<file path="config.mk">
export PLATFORM = sky130hd
export DESIGN_NAME = product_accumulator
export DESIGN_NICKNAME = d
export VERILOG_FILES = /design/src/rtl/product_accumulator.sv
export SDC_FILE = /design/constraint.sdc
export NUM_CORES = 1
export LEC_CHECK = 0
export ABC_AREA = 1
export CAP_MARGIN = 40
export CORE_UTILIZATION = 30
export CTS_BUF_LIST = sky130_fd_sc_hd__clkbuf_4 sky130_fd_sc_hd__clkbuf_8 sky130_fd_sc_hd__clkbuf_16
export CTS_CLUSTER_DIAMETER = 50
export CTS_CLUSTER_SIZE = 8
export DETAILED_ROUTE_END_ITERATION = 16
export PLACE_DENSITY = 0.57
export SETUP_SLACK_MARGIN = 0.02
export SYNTH_ARGS = -nofsm -noshare
export SYNTH_HDL_FRONTEND = slang
export SYNTH_SLANG_ARGS = --single-unit
</file>
<file path="constraint.sdc">
create_clock -name clk -period 3.1 [get_ports clk]
set_input_delay 0.775 -clock clk [delete_from_list [all_inputs] [get_ports clk]]
set_output_delay 0.775 -clock clk [all_outputs]
set_load 0.005 [all_outputs]
</file>
<file path="src/rtl/product_accumulator.sv">
// Multiply-accumulate back end: sums a programmed number of unsigned products
// from the upstream multiplier into a saturating total with a sticky overflow flag.
module product_accumulator #(
    parameter int M     = 3,
    parameter int N     = 2,
    parameter int ACC_W = 16,
    parameter int LEN_W = 8
) (
    input  logic             clk,
    input  logic             rst_n,
    input  logic             start,
    input  logic [LEN_W-1:0] len,
    input  logic             s_valid,
    output logic             s_ready,
    input  logic [M+N-1:0]   s_prod,
    output logic             m_valid,
    input  logic             m_ready,
    output logic [ACC_W-1:0] m_sum,
    output logic             m_ovf,
    output logic             busy
);

    localparam int PW = M + N;

    typedef enum logic [1:0] {
        IDLE = 2'd0,
        ACC  = 2'd1,
        DONE = 2'd2
    } state_t;

    state_t           r_state;
    state_t           w_next_state;
    logic [ACC_W-1:0] r_acc;
    logic [LEN_W-1:0] r_cnt;
    logic             r_ovf;

    logic             w_xfer;
    logic             w_last;
    logic [ACC_W:0]   w_sum;

    // One spare bit above the accumulator catches the carry that signals saturation.
    assign w_sum  = {1'b0, r_acc} + {{(ACC_W + 1 - PW){1'b0}}, s_prod};
    assign w_xfer = s_ready && s_valid;
    assign w_last = w_xfer && (r_cnt == LEN_W'(1));

    // NOTE: sequential state uses non-blocking (<=) so every register samples pre-edge values.
    always_ff @(posedge clk or negedge rst_n) begin
        if (!rst_n) begin
            r_state <= IDLE;
        end else begin
            r_state <= w_next_state;
        end
    end

    // NOTE: default assignment first so no path through the case leaves a latch.
    always_comb begin
        w_next_state = r_state;
        case (r_state)
            IDLE: begin
                if (start) begin
                    w_next_state = (len == '0) ? DONE : ACC;
                end
            end
            ACC: begin
                if (w_last) begin
                    w_next_state = DONE;
                end
            end
            DONE: begin
                if (m_ready) begin
                    w_next_state = IDLE;
                end
            end
            default: w_next_state = IDLE;
        endcase
    end

    // Handshake outputs decode registered state only, so no input-to-output path exists.
    always_comb begin
        s_ready = 1'b0;
        m_valid = 1'b0;
        busy    = 1'b0;
        case (r_state)
            ACC: begin
                s_ready = 1'b1;
                busy    = 1'b1;
            end
            DONE: begin
                m_valid = 1'b1;
                busy    = 1'b1;
            end
            default: ;
        endcase
    end

    always_ff @(posedge clk or negedge rst_n) begin
        if (!rst_n) begin
            r_acc <= '0;
            r_cnt <= '0;
            r_ovf <= 1'b0;
        end else if ((r_state == IDLE) && start) begin
            r_acc <= '0;
            r_cnt <= len;
            r_ovf <= 1'b0;
        end else if (w_xfer) begin
            r_cnt <= r_cnt - LEN_W'(1);
            if (w_sum[ACC_W]) begin
                r_acc <= '1;
                r_ovf <= 1'b1;
            end else begin
                r_acc <= w_sum[ACC_W-1:0];
            end
        end
    end

    assign m_sum = r_acc;
    assign m_ovf = r_ovf;

endmodule

</file>
==> results of run 1 <==
-- layout by cell type (no fill, tap or decap), drive strengths merged --
cell type and instances:
buf 2, ha 10, o21bai 2, a22oi 1, nor2 27, nand4 3, and2 1, xor2 2
o221ai 4, clkinvlp 1, nor3 3, fa 1, o211ai 4, or2 1, o22ai 3, nand3b 3
a21oi 9, inv 41, xnor2 1, nand3 45, clkinv 1, clkbuf 3, clkdlybuf4s50 37, nand2 92
o21ai 3, dfrtp 27
-- power by group through the flow --
stage / Sequential, mW / Clock, mW / Combinational (mW)
2_1_floorplan: 0.509 / 0 / 0.536
4_1_cts: 0.517 / 0.234 / 0.787
3_5_place_dp: 0.522 / 0 / 0.785
3_3_place_gp: 0.522 / 0 / 0.775
5_1_grt: 0.533 / 0.246 / 0.882
6_report: 0.516 / 0.227 / 0.775
-- area by class of cell --
class                   count  area, µm²
clock buffers               3       41.3
clock inverters             1       7.51
fillers                   692       3890
inverters                  42        165
multi-input cells         215       1130
flip-flops and latches     27        676
well taps                  77       96.3
repair buffers             39        385
-- metal layers --
layer | wire [µm] | vias up | share of wire, % | global-route usage [%]
li1 | - | 1007 | - | -
met1 | 2260 | 888 | 46 | 19.7
met2 | 2400 | 54 | 48 | 25.6
met3 | 251 | 6 | 5.0 | 2.77
met4 | 56 | 0 | 1.1 | 3.24
met5 | 0 | - | 0 | 0
-- through the flow --
stage          instance area, µm²  setup slack (ns)  cells  utilization [%]
6_report                     2500             0.689    404             39.1
5_1_grt                      2500             0.555    404             39.1
4_1_cts                      2500             0.678    404             39.1
3_5_place_dp                 2450             0.371    400             38.4
3_3_place_gp                 2450             0.411    400             38.4
2_1_floorplan                2000             0.995    289                -
-- sequential cells by signal (all words and copies together), names as in the netlist --
| signal | flops |
|---|---|
| r_cnt | 8 |
| m_ovf | 1 |
| m_sum | 16 |
| r_state | 2 |
-- worst max-delay path by stage --
| stage | startpoint | end |
|---|---|---|
| 3_5_place_dp | s_prod[0] | m_sum[6] |
| 5_1_grt | s_prod[0] | m_sum[3] |
| 4_1_cts | s_prod[0] | m_sum[6] |
| 3_3_place_gp | s_prod[0] | m_sum[4] |
| 2_1_floorplan | s_prod[0] | m_sum[10] |
| 6_report | s_prod[0] | m_sum[6] |
-- tightest hold or removal path, cell delays in order (launching register included) --
cell	delay [ns]
sky130_fd_sc_hd__dfrtp_1	0.37
sky130_fd_sc_hd__nand2_1	0.05
sky130_fd_sc_hd__nand2_1	0.06
-- logic make-up after synthesis --
family | after synthesis | share of synthesized area (%)
buf+inv | 47 | 9.82
compound gates | 26 | 8.57
simple gates | 175 | 39.2
flops | 27 | 33.8
fa+ha+maj | 11 | 7.26
xor+xnor | 3 | 1.31
==> implementation parameters, run 1 <==
Parameter                              Value

Logic synthesis
  Unique cell type count in the Yosys netlist ... 31
  Synth top cells by count ... sky130_fd_sc_hd__nand2_1, sky130_fd_sc_hd__nand3_1, sky130_fd_sc_hd__inv_1, sky130_fd_sc_hd__dfrtp_1, sky130_fd_sc_hd__nor2_1
  Cell count after synthesis ... slightly below 300
  Proportion of netlist area held by the largest area contributor ... approximately a third
  Number of enable flip-flop cells after synthesis ... 0
  Most numerous cell in the Yosys netlist ... sky130_fd_sc_hd__nand2_1
  Cell accounting for the most synthesized area ... sky130_fd_sc_hd__dfrtp_1
  Post-synth net total ... 318
  Primary FF master, synth ... sky130_fd_sc_hd__dfrtp_1
  Area of the mapped netlist ... between 1500 and 2000 µm²
  Portion of the post-synthesis area used by sequential elements ... about 34%
  Top post-synthesis cells by area ... sky130_fd_sc_hd__dfrtp_1, sky130_fd_sc_hd__nand2_1, sky130_fd_sc_hd__nand3_1
  Synthesis-stage register bit count ... 27
  Number of warnings issued by yosys ... 0
  Post-Syn Area per Cell ... ~6.9 µm²
  Share of flip-flops with an asynchronous set or reset after synthesis ... 100%

Floorplanning
  Initial cell density of the core ... 31.3%
  Overall die height ... between 80 and 90 µm
  Total die area ... approximately 7000 µm²
  Total number of placement rows ... 29
  I/O pin cnt ... 38
  Die width ... 83.6 µm
  Core Area ... roughly 6400 µm²

Critical path
  Stage delay of the slowest cell on the critical path ... between 0.4 and 0.5 ns
  Worst reg2reg startpoint ... m_sum[0]
  Ordered list of cells on the worst path ... clkdlybuf4s50_1 > ha_1 > fa_1 > nand3_1 > nand3_1 > nand3_1 > nand2_2 > nand2_4 > nand3_1
  Required time of the worst setup path ... approximately 3.3 ns
  CP dominant cell by count ... sky130_fd_sc_hd__nand3_1
  Maximum fanout encountered on the critical timing path ... 9
  Worst reg-to-reg setup slack ... approximately 1.2 ns
  Worst path buffer plus inverter count ... 1
  Worst Setup Start Kind ... primary input
  Endpoint of the worst register-to-register path ... m_sum[6]
  Worst endpoint data arrival time ... 2.60 ns
  Highest-delay cell along the critical path ... sky130_fd_sc_hd__clkdlybuf4s50_1
  Category of cells accounting for the largest share of critical-path delay ... simple AND/OR/NAND/NOR gates
  Crit path kind ... in -> reg
  Instance count on the critical path ... 9
  Count of cells along the worst register-to-register path ... 8
  Type of destination of the critical path ... flip-flop

Routing
  Residual antenna-violating net count after detailed routing ... 0
  DRC ... 0
  Via density per instance ... between 4 and 5
  Total via count in the routed design ... 1955
  Detailed-routing iteration count for the pre-antenna-repair pass ... 4
  Avg WL per Cell ... ~12 µm
  Violation count after the first detailed-route iteration ... 74
  Routed Wire Length ... ~5000 µm

STA
  Skew final ... ~0.015 ns
  Max Fclk ... approximately 410 MHz
  Total of endpoints with negative setup slack in the final report ... 0
  Fraction of the cycle the final worst path needs ... slightly below 80%
  Slew at the pin closest to its max-slew limit ... between 0.4 and 0.5 ns
  Setup repair after global routing missed its margin ... false
  Count of endpoints failing hold in the final timing report ... 0
  Number of max-slew violations in the final report ... 0
  Crit path time final ... around 2.4 ns
  Total negative slack ... 0 ns
  Relative slew margins ... ~73%
  Final hold slack ... 0.510 ns

Global route
  GRT Resource Usage Total ... roughly 15%
  GRT overflow ... 0
  First-pass GRT wire length ... 8520 µm
  Largest net degree at the start of global routing ... 28
  Number of global-route vias before repair ... 1840
  Initial antenna violation count ... 0

Finish
  Layout cells sized above 1 ... 5.20%
  Antenna Cells ... 0
  Synthesis-to-layout area growth ... 25.0%
  Layout Nets ... about 360

Place
  Detailed-placement wirelength estimate ... 3730 µm
  Gpl congestion ... 0.826
  Number of input and output port buffers inserted ... 37

Pwr
  Cell internal pwr ... approximately 0.86 mW
  Clock power share ... between 10% and 20%
  Total Power Consumption ... 1.52 mW
  Total leakage power ... about 1.2 nW
  Peak VDD IR ... between 0.3 and 0.4 mV
  Sequential share of power ... 34.0%
  Pwr per Cell Area ... 608 nW/µm²
  Net switching power ... about 0.66 mW
  Switching fraction of total power ... a little over two fifths
  Proportion of power drawn by combinational gates ... about 51%

CTS
  Total setup buffers inserted after CTS ... 0
  TritonCTS clock tree ... done
  Cts-stage hold buffer count ... 0
  Sink count of the clock tree ... 27
  Buffer type at the clock tree root ... sky130_fd_sc_hd__clkbuf_8
  Clock slew at reported path FFs ... around 0.12 ns
  Largest buffer count on any clock path ... 2
  CTS H-Tree Depth ... 1
  Source-to-sink clock delay at the later pin of the worst-skew pair ... around 0.30 ns
  Inserted Clock Buffers ... 3
  Resized Gates After CTS ... 0

Worst hold path
  Hold Path Origin ... m_ovf
  Hold WC Path Type ... reg -> reg
  Worst hold path depth ... 2
  Hold path endpoint ... m_ovf

Status
  Run status ... finished, final reports clean

Run
  Reported max-cap violation count ... 0
Note: power is estimated with default switching activity, not from simulation.
==> inputs of run 2 (changes only) <==
--- a/config.mk
+++ b/config.mk
@@ -12,7 +12,7 @@
 export CTS_CLUSTER_DIAMETER = 50
 export CTS_CLUSTER_SIZE = 8
 export DETAILED_ROUTE_END_ITERATION = 16
-export PLACE_DENSITY = 0.57
+export PLACE_DENSITY = 0.59
 export SETUP_SLACK_MARGIN = 0.02
 export SYNTH_ARGS = -nofsm -noshare
 export SYNTH_HDL_FRONTEND = slang
==> constraint.sdc (replaced) <==
create_clock -name clk -period 2.18 [get_ports clk]
set_input_delay 0.545 -clock clk [delete_from_list [all_inputs] [get_ports clk]]
set_output_delay 0.545 -clock clk [all_outputs]
set_load 0.005 [all_outputs]
==> implementation parameters, run 2 (synthesis results as in run 1) <==
Parameter                              Value

Status
  Run status ... finished, final reports clean

Critical path
  Highest-delay cell along the critical path ... sky130_fd_sc_hd__clkdlybuf4s50_1
  Worst reg2reg startpoint ... m_sum[0]
  Ordered list of cells on the worst path ... inv_1 > ha_1 > clkdlybuf4s50_1
  Stage delay of the slowest cell on the critical path ... around 0.53 ns
  Worst endpoint data arrival time ... between 1.5 and 2 ns
  Maximum fanout encountered on the critical timing path ... 4
  Source of the critical timing path ... r_state[1]
  Crit path kind ... reg -> out
  Required time of the worst setup path ... around 1.6 ns
  Type of destination of the critical path ... output pin
  Worst Setup Start Kind ... flip-flop

Place
  Detailed-placement wirelength estimate ... between 3000 and 4000 µm
  Gpl congestion ... roughly 0.79
  Number of input and output port buffers inserted ... 37
  Setup WS pre-CTS ... -0.278 ns

Routing
  Residual antenna-violating net count after detailed routing ... 0
  Detailed-routing iteration count for the pre-antenna-repair pass ... 4
  Violation count after the first detailed-route iteration ... 88
  Detail Route met2 WL ... 2400 µm
  Via density per instance ... around 4.8
  Highest routed metal layer ... met4
  Length of routed met3 wiring ... roughly 260 µm
  Routed metal-1 wirelength ... approximately 2500 µm
  Routed Wire Length ... around 5200 µm
  Total via count in the routed design ... ~2k
  DRC ... 0
  Avg WL per Cell ... roughly 12 µm

STA
  Total negative slack ... 0 ns
  Slew at the pin closest to its max-slew limit ... approximately 0.40 ns
  Setup slack of the critical path after layout ... 0.0939 ns
  Max Fclk ... around 480 MHz
  Total of endpoints with negative setup slack in the final report ... 0
  Setup repair after global routing missed its margin ... false
  Fraction of the cycle the final worst path needs ... between 90 and 100%
  Skew final ... roughly 0.012 ns
  Crit path time final ... 2.09 ns
  Count of endpoints failing hold in the final timing report ... 0
  Number of max-slew violations in the final report ... 0
  Relative slew margins ... 73.4%

CTS
  Total setup buffers inserted after CTS ... 0
  Cts-stage hold buffer count ... 0
  Buffer type at the clock tree root ... sky130_fd_sc_hd__clkbuf_8
  Inserted Clock Buffers ... 3
  TritonCTS clock tree ... done
  Sink count of the clock tree ... 27
  Source-to-sink clock delay at the later pin of the worst-skew pair ... around 0.28 ns
  Largest buffer count on any clock path ... 2
  CTS H-Tree Depth ... 1
  Clock slew at reported path FFs ... 0.11 ns

Pwr
  Total Power Consumption ... around 2.2 mW
  Peak VDD IR ... about 0.43 mV
  Total leakage power ... around 1.3 nW
  Pwr per Cell Area ... around 850 nW/µm²

Floorplanning
  Initial cell density of the core ... around 31%
  Total die area ... 6990 µm²
  Overall die height ... between 80 and 90 µm
  Total number of placement rows ... 29
  I/O pin cnt ... 38
  Die width ... ~84 µm
  Core Area ... between 6000 and 7000 µm²

Finish
  Commonest cells after routing, fill and taps aside ... sky130_fd_sc_hd__nand2_1, sky130_fd_sc_hd__nand3_1, sky130_fd_sc_hd__inv_1, sky130_fd_sc_hd__clkdlybuf4s50_1
  Total area of multi-input combinational cells ... 1150 µm²
  Layout cells sized above 1 ... around 8.9%
  Flip-flop count of the largest register after layout ... 16
  Synthesis-to-layout area growth ... 29.6%
  Area used by sequential logic in the layout ... between 600 and 700 µm²
  Antenna Cells ... 0
  Most frequent standard cell in the layout excluding fill and tap cells ... sky130_fd_sc_hd__nand2_1
  Layout Nets ... 366
  Number of inserted filler cells in the final layout ... 668

Global route
  GRT Resource Usage Total ... 15.4%
  Initial antenna violation count ... 0
  First-pass GRT wire length ... a little under 9000 µm
  GRT overflow ... 0
  Number of global-route vias before repair ... between 1.5k and 2k
  Largest net degree at the start of global routing ... 28

Worst hold path
  Hold Path Origin ... m_ovf
  Hold WC Path Type ... reg -> reg

Run
  Reported max-cap violation count ... 0
==> run 2: repair_timing <==
item	in CTS	in global routing
pin swaps	0	0
gates resized for setup	1	5
setup endpoints to repair	1	16
==> run 2: stage by stage <==
step | std cells | hold slack, ns | cell area, µm² | utilization (%)
4_1_cts | 413 | 0.505 | 2570 | 40.2
3_5_place_dp | 409 | 0.482 | 2520 | 39.4
6_report | 413 | 0.490 | 2590 | 40.6
3_3_place_gp | 409 | 0.478 | 2520 | 39.4
5_1_grt | 413 | 0.522 | 2590 | 40.6
2_1_floorplan | 289 | 0.249 | 2000 | -
==> run 2: path summary, 6_finish.rpt <==
kind                       slack [ns]   endpoint  depth (start not counted)
hold reg to reg                  0.49      m_ovf                          2
hold / removal                   0.49      m_ovf                          2
max in group asynchronous        1.24   r_cnt[6]                          2
setup reg to reg                 0.44  m_sum[10]                          8
setup / recovery                 0.09    s_ready                          3
min in group asynchronous        0.64   m_sum[5]                          2
==> run 2: metal layers <==
metal | up-vias | track usage [%]
li1 | 1027 | -
met5 | - | 0
met1 | 898 | 20.6
met2 | 41 | 25.9
met4 | 0 | 3.85
met3 | 2 | 2.37
==> run 2: where the power goes <==
part           switching (mW)  internal (mW)  total [mW]  leakage, nW
clock                   0.168          0.128       0.297       0.0255
sequential              0.109          0.627       0.736        0.358
combinational           0.655          0.513        1.17        0.894
==> run 2: layout make-up <==
cell class                 count  area share, %
tap                           77           3.72
timing repair buffer          48           17.5
sequential                    27           26.1
multi-input combinational    215           44.6
clock inverter                 1          0.193
clock buffer                   3           1.59
inverter                      42           6.37
==> run 2: critical path, delay by kind of cell, from the launching register on <==
family	cells	cell delay [ns]
buffers and inverters	2	0.61
adder cells (fa/ha/maj)	1	0.23
flip-flops	1	0.42
